`src/rtl/ibex_ex_block_seq.sv`:
```
// ibex_ex_block_seq: handshaked execute unit with single-cycle ALU ops and
// iterative shift-add multiply / restoring divide.
// Optional macro IBEX_EX_CAP_TAG_EN adds operand_a_tag_i / result_tag_o so that
// ADD/SUB propagate the capability tag of operand A.
//
// state  | meaning
// -------+-----------------------------------------------
// IDLE   | no op held, ready for a new one
// BUSY   | iterative MUL/DIVU/REMU in progress
// DONE   | result held until writeback takes it
module ibex_ex_block_seq #(
    parameter int unsigned DATA_W    = 32,
    parameter bit          MULDIV_EN = 1'b1
) (
    input  logic              clk_i,
    input  logic              rst_i,
    input  logic              valid_i,
    output logic              ready_o,
    input  logic [3:0]        op_i,
    input  logic [DATA_W-1:0] operand_a_i,
    input  logic [DATA_W-1:0] operand_b_i,
`ifdef IBEX_EX_CAP_TAG_EN
    input  logic              operand_a_tag_i,
    output logic              result_tag_o,
`endif
    input  logic              kill_i,
    output logic              result_valid_o,
    input  logic              result_ready_i,
    output logic [DATA_W-1:0] result_o,
    output logic              illegal_o,
    output logic              busy_o
);

    localparam int unsigned CW = $clog2(DATA_W) + 1;

    localparam logic [3:0] OP_ADD  = 4'd0;
    localparam logic [3:0] OP_SUB  = 4'd1;
    localparam logic [3:0] OP_AND  = 4'd2;
    localparam logic [3:0] OP_OR   = 4'd3;
    localparam logic [3:0] OP_XOR  = 4'd4;
    localparam logic [3:0] OP_SLTU = 4'd5;
    localparam logic [3:0] OP_MUL  = 4'd6;
    localparam logic [3:0] OP_DIVU = 4'd7;
    localparam logic [3:0] OP_REMU = 4'd8;

    typedef enum logic [1:0] {S_IDLE, S_BUSY, S_DONE} state_e;

    state_e            state_q, state_d;
    logic [DATA_W-1:0] result_q, result_d;
    logic              illegal_q, illegal_d;
    logic              tag_q, tag_d;

    logic              accept;
    logic              start_iter;
    logic              div_by_zero;
    logic [DATA_W-1:0] quick_res;
    logic              quick_ill;
    logic              iter_last;
    logic [DATA_W-1:0] iter_res;
    logic              tag_in;

`ifdef IBEX_EX_CAP_TAG_EN
    assign tag_in       = operand_a_tag_i;
    assign result_tag_o = tag_q;
`else
    assign tag_in = 1'b0;
`endif

    assign ready_o        = (state_q == S_IDLE) | ((state_q == S_DONE) & result_ready_i);
    assign result_valid_o = (state_q == S_DONE);
    assign busy_o         = (state_q == S_BUSY);
    assign result_o       = result_q;
    assign illegal_o      = illegal_q;

    // kill wins over any accept in the same cycle
    assign accept      = valid_i & ready_o & ~kill_i;
    assign div_by_zero = ((op_i == OP_DIVU) | (op_i == OP_REMU)) & (operand_b_i == '0);
    assign start_iter  = accept & MULDIV_EN & ~div_by_zero &
                         ((op_i == OP_MUL) | (op_i == OP_DIVU) | (op_i == OP_REMU));

    // Results that complete on the accept edge (ALU, illegal, divide by zero)
    always_comb begin
        quick_res = '0;
        quick_ill = 1'b0;
        case (op_i)
            OP_ADD:  quick_res = operand_a_i + operand_b_i;
            OP_SUB:  quick_res = operand_a_i - operand_b_i;
            OP_AND:  quick_res = operand_a_i & operand_b_i;
            OP_OR:   quick_res = operand_a_i | operand_b_i;
            OP_XOR:  quick_res = operand_a_i ^ operand_b_i;
            OP_SLTU: quick_res = {{(DATA_W-1){1'b0}}, (operand_a_i < operand_b_i)};
            OP_MUL:  quick_ill = ~MULDIV_EN;
            OP_DIVU: begin
                if (MULDIV_EN) quick_res = '1;
                else           quick_ill = 1'b1;
            end
            OP_REMU: begin
                if (MULDIV_EN) quick_res = operand_a_i;
                else           quick_ill = 1'b1;
            end
            default: quick_ill = 1'b1;
        endcase
    end

    // Next-state and result-capture logic
    always_comb begin
        state_d   = state_q;
        result_d  = result_q;
        illegal_d = illegal_q;
        tag_d     = tag_q;
        if (kill_i) begin
            state_d = S_IDLE;
            tag_d   = 1'b0;
        end else begin
            case (state_q)
                S_IDLE, S_DONE: begin
                    if (accept) begin
                        if (start_iter) begin
                            state_d = S_BUSY;
                        end else begin
                            state_d   = S_DONE;
                            result_d  = quick_res;
                            illegal_d = quick_ill;
                            tag_d     = tag_in & ((op_i == OP_ADD) | (op_i == OP_SUB));
                        end
                    end else if ((state_q == S_DONE) & result_ready_i) begin
                        state_d = S_IDLE;
                    end
                end
                S_BUSY: begin
                    if (iter_last) begin
                        state_d   = S_DONE;
                        result_d  = iter_res;
                        illegal_d = 1'b0;
                        tag_d     = 1'b0;
                    end
                end
                default: state_d = S_IDLE;
            endcase
        end
    end

    // State and held-result registers
    always_ff @(posedge clk_i) begin
        if (rst_i) begin
            state_q   <= S_IDLE;
            result_q  <= '0;
            illegal_q <= 1'b0;
            tag_q     <= 1'b0;
        end else begin
            state_q   <= state_d;
            result_q  <= result_d;
            illegal_q <= illegal_d;
            tag_q     <= tag_d;
        end
    end

    if (MULDIV_EN) begin : g_muldiv
        // acc: product accumulator / partial remainder
        // opa: shifting multiplicand / dividend-then-quotient
        // opb: shifting multiplier / divisor
        logic [DATA_W-1:0] acc_q, acc_d, opa_q, opa_d, opb_q, opb_d;
        logic [CW-1:0]     cnt_q, cnt_d;
        logic              is_mul_q, is_mul_d, is_rem_q, is_rem_d;
        logic [DATA_W-1:0] mul_acc, div_rem, div_quot;
        logic [DATA_W:0]   rem_shift, rem_diff;
        logic              rem_ge;

        // One shift-add or restore-divide step per BUSY cycle
        always_comb begin
            acc_d    = acc_q;
            opa_d    = opa_q;
            opb_d    = opb_q;
            cnt_d    = cnt_q;
            is_mul_d = is_mul_q;
            is_rem_d = is_rem_q;

            mul_acc   = acc_q + (opb_q[0] ? opa_q : '0);
            rem_shift = {acc_q, opa_q[DATA_W-1]};
            rem_diff  = rem_shift - {1'b0, opb_q};
            rem_ge    = (rem_shift >= {1'b0, opb_q});
            div_rem   = rem_ge ? rem_diff[DATA_W-1:0] : rem_shift[DATA_W-1:0];
            div_quot  = {opa_q[DATA_W-2:0], rem_ge};

            if (start_iter) begin
                acc_d    = '0;
                opa_d    = operand_a_i;
                opb_d    = operand_b_i;
                cnt_d    = CW'(DATA_W);
                is_mul_d = (op_i == OP_MUL);
                is_rem_d = (op_i == OP_REMU);
            end else if (state_q == S_BUSY) begin
                cnt_d = cnt_q - 1'b1;
                if (is_mul_q) begin
                    acc_d = mul_acc;
                    opa_d = opa_q << 1;
                    opb_d = opb_q >> 1;
                end else begin
                    acc_d = div_rem;
                    opa_d = div_quot;
                end
            end
        end

        assign iter_last = (cnt_q == CW'(1));
        assign iter_res  = is_mul_q ? mul_acc : (is_rem_q ? div_rem : div_quot);

        // Iteration registers
        always_ff @(posedge clk_i) begin
            if (rst_i) begin
                acc_q    <= '0;
                opa_q    <= '0;
                opb_q    <= '0;
                cnt_q    <= '0;
                is_mul_q <= 1'b0;
                is_rem_q <= 1'b0;
            end else begin
                acc_q    <= acc_d;
                opa_q    <= opa_d;
                opb_q    <= opb_d;
                cnt_q    <= cnt_d;
                is_mul_q <= is_mul_d;
                is_rem_q <= is_rem_d;
            end
        end
    end else begin : g_no_muldiv
        assign iter_last = 1'b0;
        assign iter_res  = '0;
    end

endmodule

```
`config.mk`:
```
export PLATFORM = sky130hd
export DESIGN_NAME = ibex_ex_block_seq
export DESIGN_NICKNAME = d
export VERILOG_FILES = /design/src/rtl/ibex_ex_block_seq.sv
export SDC_FILE = /design/constraint.sdc
export NUM_CORES = 1
export LEC_CHECK = 0
export ABC_AREA = 0
export BUFFER_PORTS_ARGS = -buffer_cell sky130_fd_sc_hd__buf_2
export CORE_MARGIN = 2
export CORE_UTILIZATION = 40
export CTS_CLUSTER_DIAMETER = 80
export DETAILED_ROUTE_END_ITERATION = 10
export PLACE_DENSITY = 0.57
export SLEW_MARGIN = 25
export SYNTH_ARGS = -nofsm -noshare
export SYNTH_HDL_FRONTEND = slang
export SYNTH_SLANG_ARGS = --single-unit
```
`constraint.sdc`:
```
create_clock -name clk_i -period 3.2 [get_ports clk_i]
set_clock_uncertainty 0.05 [all_clocks]
set_input_delay 0.48 -clock clk_i [delete_from_list [all_inputs] [get_ports clk_i]]
set_output_delay 0.48 -clock clk_i [all_outputs]
set_load 0.05 [all_outputs]
```
# Word level (Yosys, flattened, before mapping)
# Index checks and enable logic that the tools add are counted.
dict set report totals {
  reg_bits 139
  elab_cells 88
  output_inout_bits 36
}
dict set report op_classes {
  n_mux 28
  bitwise_logic 15
  order_cmp 2
  n_reduce_logical 13
  eq_ne 15
  addsub 5
}
# cell n
set ops {}
lappend ops {{$mux W32} 13}
lappend ops {{$pmux W32 S8} 1}
lappend ops {{$add A32 B32 Y32} 2}
lappend ops {{$pmux W32 S2} 1}
lappend ops {{$sub A32 B32 Y32} 2}
lappend ops {{$ge A33 B32 Y1} 1}
lappend ops {{$and A32 B32 Y32} 1}
lappend ops {{$logic_not A32 Y1} 1}
lappend ops {{$lt A32 B32 Y1} 1}
lappend ops {{$or A32 B32 Y32} 1}
lappend ops {{$xor A32 B32 Y32} 1}
lappend ops {{$eq A4 B3 Y1 const B} 4}
lappend ops {{$mux W6} 2}
lappend ops {{$reduce_or A9 Y1} 1}
lappend ops {{$eq A4 B2 Y1 const B} 2}
lappend ops {{$mux W2} 4}
lappend ops {{$and A1 B1 Y1} 6}
lappend ops {{$eq A6 B1 Y1 const B} 1}
lappend ops {{$reduce_bool A2 Y1} 3}
lappend ops {{$reduce_or A2 Y1} 3}
lappend ops {{$sub A6 B1 Y6 const B} 1}
lappend ops {{$mux W1} 5}
lappend ops {{$reduce_and A5 Y1} 1}
lappend ops {{$eq A4 B1 Y1 const B} 1}
lappend ops {{13 further kinds} 19}

# Longest topological paths before layout
dict set report depth {
  depth_word 10
  ltp_mapped 15
}

# Worst setup path after synthesis
# No wires, ideal clock.
dict set report synth_timing {
  kind {in2reg}
  from {input port operand_a_i[0]}
  to {register result_q[14], in the netlist result_o[14]}
  slack_ns -0.036
  t_arrival_ns 3.054
  setup_time_ns 0.132
  path_stages 13
  path_buffers 0
  t_required_ns 3.018
  path_cell_list {inv_1 ha_1 fa_1 nor2_1 o311ai_1 a211oi_1 o311ai_0 a21o_1 a311oi_1 o21ba_2 o31a_1 nor3_1 nor3_1}
}
dict set report synth_between {
  elab_chain_len 5
  word_cells_on_any_way 6
  classes_between {add/sub (2); mux (4)}
}
# element line
set synth_lines {}
lappend synth_lines {{from (decl)} 20} ;# input logic [DATA_W-1:0] operand_a_i,
lappend synth_lines {{$sub A32 B32 Y32 or $add A32 B32 Y32 (tied branches)} {87, 86}}
lappend synth_lines {{$pmux W32 S8 (*)} 85} ;# case (op_i)
lappend synth_lines {{$mux W32 (*)} 118} ;# if (start_iter) begin
lappend synth_lines {{$mux W32 (*)} 117} ;# if (accept) begin
lappend synth_lines {{$pmux W32 S2 (*)} 115} ;# case (state_q)
lappend synth_lines {{to (signal assigned)} 152} ;# result_q <= result_d;
lappend synth_lines {{to (decl)} 49} ;# logic [DATA_W-1:0] result_q, result_d;
# Every way passes the cells marked *; elsewhere a longest branch is shown, timed or not. The select of a mux whose other input is x is not followed.
# A chain may end at the register's enable or synchronous reset.

# Worst setup path after layout
dict set report layout_timing {
  from {register g_muldiv.opb_q[26]}
  to {register result_q[16], in the netlist result_o[16]}
}
dict set report layout_between {
  elab_chain_len 6
}
# element line
set layout_lines {}
lappend layout_lines {{from (decl)} 162} ;# logic [DATA_W-1:0] acc_q, acc_d, opa_q, opa_d, opb_q, opb_d;
lappend layout_lines {{from (signal assigned)} 220} ;# opb_q <= opb_d;
lappend layout_lines {{$ge A33 B32 Y1} 181} ;# rem_ge = (rem_shift >= {1'b0, opb_q});
lappend layout_lines {{$mux W32} 182} ;# div_rem = rem_ge ? rem_diff[DATA_W-1:0] : rem_shift[DATA_W-1:0];
lappend layout_lines {{$mux W32 (2 in series)} 206} ;# assign iter_res = is_mul_q ? mul_acc : (is_rem_q ? div_rem : div_quot);
lappend layout_lines {{$mux W32} 131} ;# if (iter_last) begin
lappend layout_lines {{$pmux W32 S2} 115}
# No other way between the ends. The select of a mux whose other input is x is not followed.

==> results by group <==
Run status
  • Run status: complete, but fails checks
  • Failing checks: negative setup slack

Synth
  • Yosys reg bits: 139
  • Post-synth top area share: 17.18%
  • Most frequent cell after synthesis: nor2_1
  • Ranking of synthesized cells by area: dfxtp_1 (17%), ha_1 (13%), a21oi_1 (7.6%), nor2_1 (6.6%), nand2_1 (4.6%)
  • Commonest cells post-synth: nor2_1 (283), a21oi_1 (246), nand2_1 (199)
  • Synth cell types: 85
  • Mapped Area: 0.01619 sq mm
  • Mapped Nets: 2572
  • Async set or reset register ratio after synthesis: 0%
  • Mapped Cells: 2323
  • Synth Warn #: 0
  • Ys flop type: dfxtp_1
  • Syn_area_per_cell: 6.971 sq um
  • Sequential cell area fraction in the yosys report: 17.18%
  • Cell accounting for the most synthesized area: dfxtp_1
  • EDFF count, synth: 0

STA
  • Final setup viols: 14
  • Final Hold Vio Count: 0
  • TNS Setup: -466.8 ps
  • Slew HR: 31.00%
  • Pins Over Slew Limit: 0
  • RSZ-0062 raised after global routing: true
  • Final WS setup: -97.33 ps
  • Highest clock rate: 303.3 MHz
  • Period minus WS final: 3297 ps
  • Tcrit/Tclk final: 103.0%
  • Slew at the pin closest to its max-slew limit: 1009 ps

Job
  • Max-cap viol count: 0

Routing
  • Drt pass-1 iters: 6
  • Final wirelength: 78300 microns
  • Detail Route Antenna Nets: 0
  • DRC errors left: 0
  • Vias: 20.44k
  • Drt via density: 5.914
  • Initial DRC count: 1748
  • WL/cell: 22.65 microns

Critical path
  • Critical path type: reg2reg
  • Critical Path Fanout Max: 7
  • Startpoint types: flip-flop
  • CP Data Required Time: 3480 ps
  • Worst setup EP type: flip-flop
  • Crit path DAT: 3580 ps
  • Worst Reg-to-Reg Cells: 12

Clock network
  • Later-pin clock latency in the skew report: 450 ps
  • Root Driver: clkbuf_16
  • Num Clock Sinks: 139
  • CTS clk-pin slew, worst paths: 70 ps
  • CTS Buf Count: 17
  • Clk buf depth: 2
  • H-tree depth: 4
  • TritonCTS clock tree: built

Floorplan
  • Num rows: 73
  • # IOs: 109
  • Die height: 205.2 microns
  • Die width: 205.2 microns
  • Initial Utilization: 40.67%
  • Die area: 0.04211 sq mm
  • Core Box Area: 0.03982 sq mm

Hold path
  • Hold crit path type: in2reg
  • WHS Path Cells: 2

Placed design
  • Final Wtd Congestion: 0.9978
  • PortBufs: 108
  • DP HPWL: 61480 microns
  • Pre-CTS WS: -850.6 ps
  • Cell Area, Placed: 0.02132 sq mm

GRT
  • First-pass GRT wire length: 114700 microns
  • Initial antenna violation count: 1
  • Total track usage: 35.79%
  • Largest net degree at the start of global routing: 60
  • Grt ovf: 0
  • Number of global-route vias before repair: 19.73k

Final layout
  • Share of cells above drive strength 1: 35.78%
  • Final Cell Area: 0.02395 sq mm
  • Area Growth Syn to Fin: 47.87%
  • Ant. Diodes: 0
  • Nets: 3169

Power and ir drop
  • Pwr per Cell Area: 341.6 mW/mm^2
  • LEAKAGE: 10.76 nW
  • Power Total: 0.008179 W
  • Worst VDD drop: 0.0003575 V
-- report_power, final --
part	internal, W	leakage, nW	total, W	switching [W]
combinational	0.00196	9.33	0.00421	0.00225
sequential	0.00179	1.14	0.00185	0.0000595
clock	0.00125	0.286	0.00211	0.000867
total	0.00500	10.8	0.00818	0.00317
-- worst paths after layout --
kind                 startpoint                  to  slack (ps)
max reg2reg  g_muldiv.opb_q[26]        result_o[16]        -100
min                      kill_i          state_q[0]         250
min reg2reg  g_muldiv.acc_q[31]  g_muldiv.acc_q[31]         430
max          g_muldiv.opb_q[26]        result_o[16]        -100
-- state kept, by name (all words and copies together) (netlist names) --
| signal | flops |
|---|---|
| g_muldiv.acc_q | 32 |
| g_muldiv.is_rem_q | 1 |
| illegal_o | 1 |
| g_muldiv.cnt_q | 6 |
| state_q | 2 |
| g_muldiv.is_mul_q | 1 |
| g_muldiv.opb_q | 32 |
| result_o | 32 |
| g_muldiv.opa_q | 32 |
-- final cells by class --
class                   instances  area (sq um)
repair buffers                730          5553
well taps                     525         656.9
clock inverters                13         165.2
flip-flops and latches        139          2810
inverters                     151         566.8
clock buffers                  18         439.2
multi-input cells            1881         13760
fillers                      3712         15880
-- cell usage in the layout, fill, tap and decap left out, types with 17 or more instances in the layout --
cell type,n
a211oi_1,55
inv_1,128
ha_4,30
a21oi_1,209
ha_1,139
a31oi_1,26
nand3_1,51
clkbuf_16,18
dfxtp_2,19
nor3_1,40
dfxtp_1,119
o211ai_1,37
a21o_1,49
buf_6,22
a21oi_2,30
nor2_1,276
nand2b_1,24
xor2_1,24
inv_2,22
a22oi_1,21
nand4_1,24
nor4_1,17
a211oi_2,18
o21bai_1,20
xnor2_1,40
o21a_1,18
and2_1,32
buf_4,584
nand2_1,191
buf_2,103
o21ai_0,109
a311oi_1,36
-- layer usage --
layer	wire length, microns	part of all wire (%)	vias to the layer above	global-route usage (%)
met1	32880	42	9809	44.90
met3	4299	5.5	197	4.340
li1	-	-	9662	-
met2	36780	47	776	60.30
met4	4350	5.6	0	18.17
met5	0	0	-	0
-- timing repair --
action | in CTS | in global routing
hold buffers | 0 | 0
setup buffers | 15 | 37
pin swaps | 49 | 121
resized for setup | 122 | 234
cloned | 1 | 1
endpoints found under the setup margin | 56 | 50
-- cell families (layout without fill, tap and decap cells) --
logic type | after synthesis | count (layout) | synth area share [%]
multiplexers | 30 | 30 | 1.916
XOR/XNOR | 70 | 70 | 3.786
flip-flops | 139 | 139 | 17.18
buffers and inverters | 304 | 912 | 7.239
AO/OA/AOI/OAI | 829 | 829 | 34.09
AND/OR/NAND/NOR | 775 | 776 | 22.00
adder cells (fa/ha/maj) | 176 | 176 | 13.78
-- worst max-delay path, cell delays in order (launching register included) --
cell and delay, ps:
dfxtp_2 340, inv_2 50, ha_4 210, a211oi_2 170, o21bai_1 140, a21o_1 180
a221o_1 330, a221o_1 440, or2_4 350, mux2_4 340, mux2_4 270, a211oi_2 210
a211oi_1 100
-- metrics by stage --
step | hold WS (ps) | util (%) | instances
after floorplan | 404.8 | - | 2323
after global placement | 426.7 | 53.53 | 3381
after detailed placement | 431.8 | 53.53 | 3381
after CTS | 224.1 | 56.70 | 3427
after global routing | 234.9 | 60.13 | 3457
final | 251.8 | 60.13 | 3457
(Power assumes the default switching activity.)
